[src/rtl/ioctl_upload_reader.sv]
// ioctl_upload_reader
//   Serves hps_io upload reads (hiscore / NVRAM save) from a core-side RAM
//   port that is shared with the game CPU through an arbiter. Each accepted
//   ioctl_rd issues one arbitrated RAM read and holds ioctl_wait high until
//   the byte is on ioctl_din.
//
// Ports
//   clk_sys, reset_n             clock, synchronous active-low reset
//   ioctl_upload, ioctl_index    session enable and selected upload index
//   ioctl_rd, ioctl_addr         read strobe and 25-bit byte address
//   ioctl_din, ioctl_wait        returned byte, stall towards hps_io
//   mem_req, mem_addr, mem_gnt   arbitrated RAM read request
//   mem_q                        RAM read data, valid RD_LAT cycles after grant
//   busy                         a read is in flight
//   rd_overrun                   sticky: ioctl_rd arrived while busy
//
// Build option
//   UPLOAD_CKSUM_EN: keep an 8-bit sum of the bytes returned this session and
//   return it for a read of address SIZE.
module ioctl_upload_reader #(
  parameter logic [7:0]  INDEX  = 8'd4,
  parameter int unsigned AW     = 12,
  parameter int unsigned SIZE   = 1024,
  parameter int unsigned RD_LAT = 1
) (
  input  logic          clk_sys,
  input  logic          reset_n,
  input  logic          ioctl_upload,
  input  logic [7:0]    ioctl_index,
  input  logic          ioctl_rd,
  input  logic [24:0]   ioctl_addr,
  output logic [7:0]    ioctl_din,
  output logic          ioctl_wait,
  output logic          mem_req,
  output logic [AW-1:0] mem_addr,
  input  logic          mem_gnt,
  input  logic [7:0]    mem_q,
  output logic          busy,
  output logic          rd_overrun
);

  localparam int unsigned CW     = 2;
  localparam logic [24:0] SIZE_A = 25'(SIZE);

  typedef enum logic [1:0] {ST_IDLE, ST_REQ, ST_LAT} state_e;

  state_e          state_q, state_d;
  logic [CW-1:0]   cnt_q, cnt_d;
  logic [7:0]      din_q, din_d;
  logic            wait_q, wait_d;
  logic            req_q, req_d;
  logic [AW-1:0]   addr_q, addr_d;
  logic            busy_q, busy_d;
  logic            ovr_q, ovr_d;
  logic            sel_c;
  logic [7:0]      oob_c;

`ifdef UPLOAD_CKSUM_EN
  logic            sel_q;
  logic [7:0]      sum_q, sum_d;

  // Address SIZE reads back the session checksum, anything above is blank.
  assign oob_c = (ioctl_addr == SIZE_A) ? sum_q : 8'hFF;
`else
  assign oob_c = 8'hFF;
`endif

  assign sel_c = ioctl_upload & (ioctl_index == INDEX);

  // Next-state and output decode.
  always_comb begin
    state_d = state_q;
    cnt_d   = cnt_q;
    din_d   = din_q;
    wait_d  = wait_q;
    req_d   = req_q;
    addr_d  = addr_q;
    ovr_d   = ovr_q;
`ifdef UPLOAD_CKSUM_EN
    sum_d   = sum_q;
    if (sel_c && !sel_q) sum_d = 8'h00;
`endif

    if (ioctl_rd && sel_c && (state_q != ST_IDLE)) ovr_d = 1'b1;

    case (state_q)
      ST_IDLE: begin
        if (sel_c && ioctl_rd) begin
          if (ioctl_addr < SIZE_A) begin
            addr_d  = ioctl_addr[AW-1:0];
            req_d   = 1'b1;
            wait_d  = 1'b1;
            state_d = ST_REQ;
          end else begin
            din_d = oob_c;
          end
        end
      end
      ST_REQ: begin
        // Losing the session abandons the read; ioctl_din is left alone.
        if (!sel_c) begin
          req_d   = 1'b0;
          wait_d  = 1'b0;
          state_d = ST_IDLE;
        end else if (mem_gnt) begin
          cnt_d   = CW'(RD_LAT - 1);
          req_d   = 1'b0;
          state_d = ST_LAT;
        end
      end
      ST_LAT: begin
        if (!sel_c) begin
          wait_d  = 1'b0;
          state_d = ST_IDLE;
        end else if (cnt_q == '0) begin
          din_d   = mem_q;
          wait_d  = 1'b0;
          state_d = ST_IDLE;
`ifdef UPLOAD_CKSUM_EN
          sum_d   = sum_q + mem_q;
`endif
        end else begin
          cnt_d = cnt_q - CW'(1);
        end
      end
      default: begin
        req_d   = 1'b0;
        wait_d  = 1'b0;
        state_d = ST_IDLE;
      end
    endcase

    busy_d = (state_d != ST_IDLE);
  end

  // State and output registers.
  always_ff @(posedge clk_sys) begin
    if (!reset_n) begin
      state_q <= ST_IDLE;
      cnt_q   <= '0;
      din_q   <= 8'hFF;
      wait_q  <= 1'b0;
      req_q   <= 1'b0;
      addr_q  <= '0;
      busy_q  <= 1'b0;
      ovr_q   <= 1'b0;
`ifdef UPLOAD_CKSUM_EN
      sel_q   <= 1'b0;
      sum_q   <= 8'h00;
`endif
    end else begin
      state_q <= state_d;
      cnt_q   <= cnt_d;
      din_q   <= din_d;
      wait_q  <= wait_d;
      req_q   <= req_d;
      addr_q  <= addr_d;
      busy_q  <= busy_d;
      ovr_q   <= ovr_d;
`ifdef UPLOAD_CKSUM_EN
      sel_q   <= sel_c;
      sum_q   <= sum_d;
`endif
    end
  end

  assign ioctl_din  = din_q;
  assign ioctl_wait = wait_q;
  assign mem_req    = req_q;
  assign mem_addr   = addr_q;
  assign busy       = busy_q;
  assign rd_overrun = ovr_q;

endmodule

[config.mk]
export PLATFORM = sky130hd
export DESIGN_NAME = ioctl_upload_reader
export DESIGN_NICKNAME = d
export VERILOG_FILES = /design/src/rtl/ioctl_upload_reader.sv
export SDC_FILE = /design/constraint.sdc
export NUM_CORES = 1
export LEC_CHECK = 0
export BUFFER_PORTS_ARGS = -buffer_cell sky130_fd_sc_hd__buf_4
export CORE_MARGIN = 1.5
export CORE_UTILIZATION = 46
export DETAILED_ROUTE_END_ITERATION = 8
export GPL_ROUTABILITY_DRIVEN = 0
export PLACE_DENSITY = 0.92
export SLEW_MARGIN = 10
export SYNTH_ARGS = -nofsm -noshare
export SYNTH_HDL_FRONTEND = slang
export SYNTH_SLANG_ARGS = --single-unit
[constraint.sdc]
create_clock -name clk_sys -period 3.5 [get_ports clk_sys]
set_clock_uncertainty 0.05 [all_clocks]
set_input_delay 0.35 -clock clk_sys [delete_from_list [all_inputs] [get_ports clk_sys]]
set_output_delay 0.35 -clock clk_sys [all_outputs]
set_load 0.05 [all_outputs]
==> metrics.md <==
| Metric | Value |
|---|---|
| Status | `completed` |
| Antenna diodes | `0` |
| Hold-fix buffers, CTS | `0` |
| R2r setup slk | `1.63 ns` |
| GR Util All Layers | `0.220` |
| Post-CTS Resized | `0` |
| Die ar. | `2970 um^2` |
| Setup Buffers After CTS | `0` |
| Initial core utilization | `0.488` |
| Mapped Avg Cell Area | `8.71 um^2` |
| Fin. max-slew vios | `0` |
| Post-synthesis compound-gate area fraction | `0.120` |
| TritonRoute pass-1 iters | `4` |
| Slew Limit Headroom | `0.598` |
| Top cells by count, synth | `dfxtp_1, nand2_1, nor2_1` |
| CP Class | `reg2reg` |
| Inserted Clock Buffers | `3` |
| Tot Pwr | `0.000502 W` |
| Flop pwr share | `0.635` |
| 1st-iter DRT viols | `42` |
| Synth async-reset ratio | `0` |
| Peak Freq | `534 MHz` |
| Synth top area cells | `dfxtp_1, nand2_1, mux2i_1` |
| Count leader, synth | `dfxtp_1` |
| Adder-cell area share of the yosys netlist | `0.0103` |
| Synth area leader | `dfxtp_1` |
| Worst Path Required | `3.71 ns` |
| CTS clk-pin slew, worst paths | `0.14 ns` |
| Multiplexer share of the synthesized area | `0.0821` |
| Clock Power Share | `0.256` |
| Setup TNS Final | `0 ns` |
| Crit-path leading delay family | `simple AND/OR/NAND/NOR gates` |
| Slew @ Worst Pin | `0.604 ns` |
| Port bufs | `69` |
| Setup-failing EPs final | `0` |
| Worst EP arrival | `2.08 ns` |
| EDFF count, synth | `0` |
| Via count | `1,280` |
| Synth warn | `0` |
| Fin worst setup slack | `1.63 ns` |
| Largest family of logic cells by synthesized area | `simple AND/OR/NAND/NOR gates` |
| Total internal power | `0.000394 W` |
| Max Cap Violations | `0` |
| Grt ovf | `0` |
| Crit end category | `register` |
| Post-layout min period | `1.87 ns` |
| Startpoint types | `register` |
| Num Clock Sinks | `28` |
| Antenna Nets Post-Route | `0` |
| Post-synth top area share | `0.459` |
| Initial antenna violation count | `0` |
| Unrepaired setup endpoints after global routing | `false` |
| Filler cell count | `201` |
| Non-Filler Instances | `236` |
| Worst path max stage delay | `0.41 ns` |
| PwrDens | `284 nW/um^2` |
| Fraction of the mapped netlist area in simple logic gates | `0.267` |
| Post-synthesis net count | `187` |
| Max VDD drop | `203 uV` |
| Final Net Count | `255` |
| CP cell instances | `inv_1, ha_1, nor3b_1, o2111ai_1, or3_1, a21oi_1` |
| Routed WL | `3.16 mm` |
| WL/cell | `13.4 um` |
| CP bufs+invs | `1` |
| Worst-Skew Late Latency | `0.32 ns` |
| Gate Count Post-Synth | `140` |
| Drt drc | `0` |
| Sequential-to-total area share from yosys stat | `0.459` |
| Combinational Power Share | `0.109` |
| Core Region | `2500 um^2` |
| Final Cycle Share | `0.535` |
| Placed insts | `233` |
| Area growth syn-to-layout | `44.9%` |
| Rows | `18` |
| CTS tree | `done` |
| Main flop type after synthesis | `dfxtp_1` |
| Clock buffer depth | `2` |
| Unique masters post-synth | `29` |
| CTS Root Cell | `clkbuf_4` |
| First-pass GRT wire length | `4.84 mm` |
| IO Pins | `70` |
| Vias/cell | `5.42` |
| P_sw | `0.000108 W` |
| Xor/xnor share of the synthesized area | `0` |
| Ratio of cells with drive above 1 in the final layout | `0.369` |
| Hold Vio Cnt, Final | `0` |
| Worst slack at placement | `1.49 ns` |
| Via count of the first global-routing pass | `1,214` |
| Sw Share | `0.215` |
| Synthesized flop and latch total | `28` |
| DPL Wire Length | `2.40 mm` |
| CP max-delay cell | `or3_1` |
| Hold Crit Class | `in2reg` |
| H-tree Lvls | `1` |
| Die extent in y | `54.5 um` |
| Largest net degree at the start of global routing | `35` |
| Mapped cell area | `1220 um^2` |
| P_leak | `0.915 nW` |
| CP Max Fanout | `5` |
| Width of the die | `54.5 um` |
| Worst hold slack | `0.212 ns` |
-- state kept, by name, summed over array words and instances, names as in the netlist --
name	count
busy	1
cnt_q	2
ioctl_din	8
ioctl_wait	1
mem_addr	12
mem_req	1
rd_overrun	1
state_q	2
-- power groups by stage --
stage                     sequential, W  combinational [W]  clock (W)
after floorplan                0.000326          0.0000122          0
final                          0.000319          0.0000548   0.000129
after global placement         0.000326          0.0000524          0
after detailed placement       0.000326          0.0000543          0
after global routing           0.000319          0.0000597   0.000142
after CTS                      0.000319          0.0000544   0.000129
-- per-layer routing --
metal,part of all wire,wire (um),GRT usage,vias to the layer above
li1,-,-,-,621
met1,0.38,1210,0.241,575
met2,0.51,1610,0.420,76
met3,0.10,320,0.0383,8
met4,0.0060,19,0.0792,0
met5,0,0,0,-
-- layout by cell type, fill, tap and decap left out, types with 2 or more instances in the layout --
master     n
buf_4     69
dfxtp_1   28
nand2_1   27
nor2_1    13
inv_1     12
a31oi_1   12
mux2i_1   10
nor3b_1    3
nor4_1     3
a21oi_1    3
and3_1     3
clkbuf_4   3
nor3_1     2
or3_1      2
o22ai_1    2
-- per-stage QoR --
| step | cell area [um^2] | util |
|---|---|---|
| final | 1770 | 0.707 |
| after global routing | 1770 | 0.707 |
| after CTS | 1770 | 0.707 |
| after detailed placement | 1750 | 0.698 |
| after global placement | 1750 | 0.698 |
| after floorplan | 1220 | - |
-- area by class of cell --
class	count	area, um^2	area share
timing repair buffer	69	518	0.293
sequential	28	561	0.317
clock buffer	3	22.5	0.0127
tap	30	37.5	0.0212
multi-input combinational	94	584	0.331
inverter	12	45.0	0.0255
-- cell families after synthesis --
logic type,after synthesis
buf+inv,18
flops,28
compound gates,22
fa+ha+maj,1
mux,10
simple gates,61
-- path summary, 6_finish.rpt --
check,startpoint,to,cells past startpoint
setup reg to reg,cnt_q[0],cnt_q[1],6
setup / recovery,cnt_q[0],cnt_q[1],6
hold / removal,ioctl_addr[8],mem_addr[8],3
hold reg to reg,cnt_q[1],cnt_q[1],2
-- tightest hold or removal path, cell delays in order --
cell and delay [ns]:
buf_4 0.10, nand2_1 0.04, mux2i_1 0.05
Note: power is estimated with default switching activity, not from simulation.
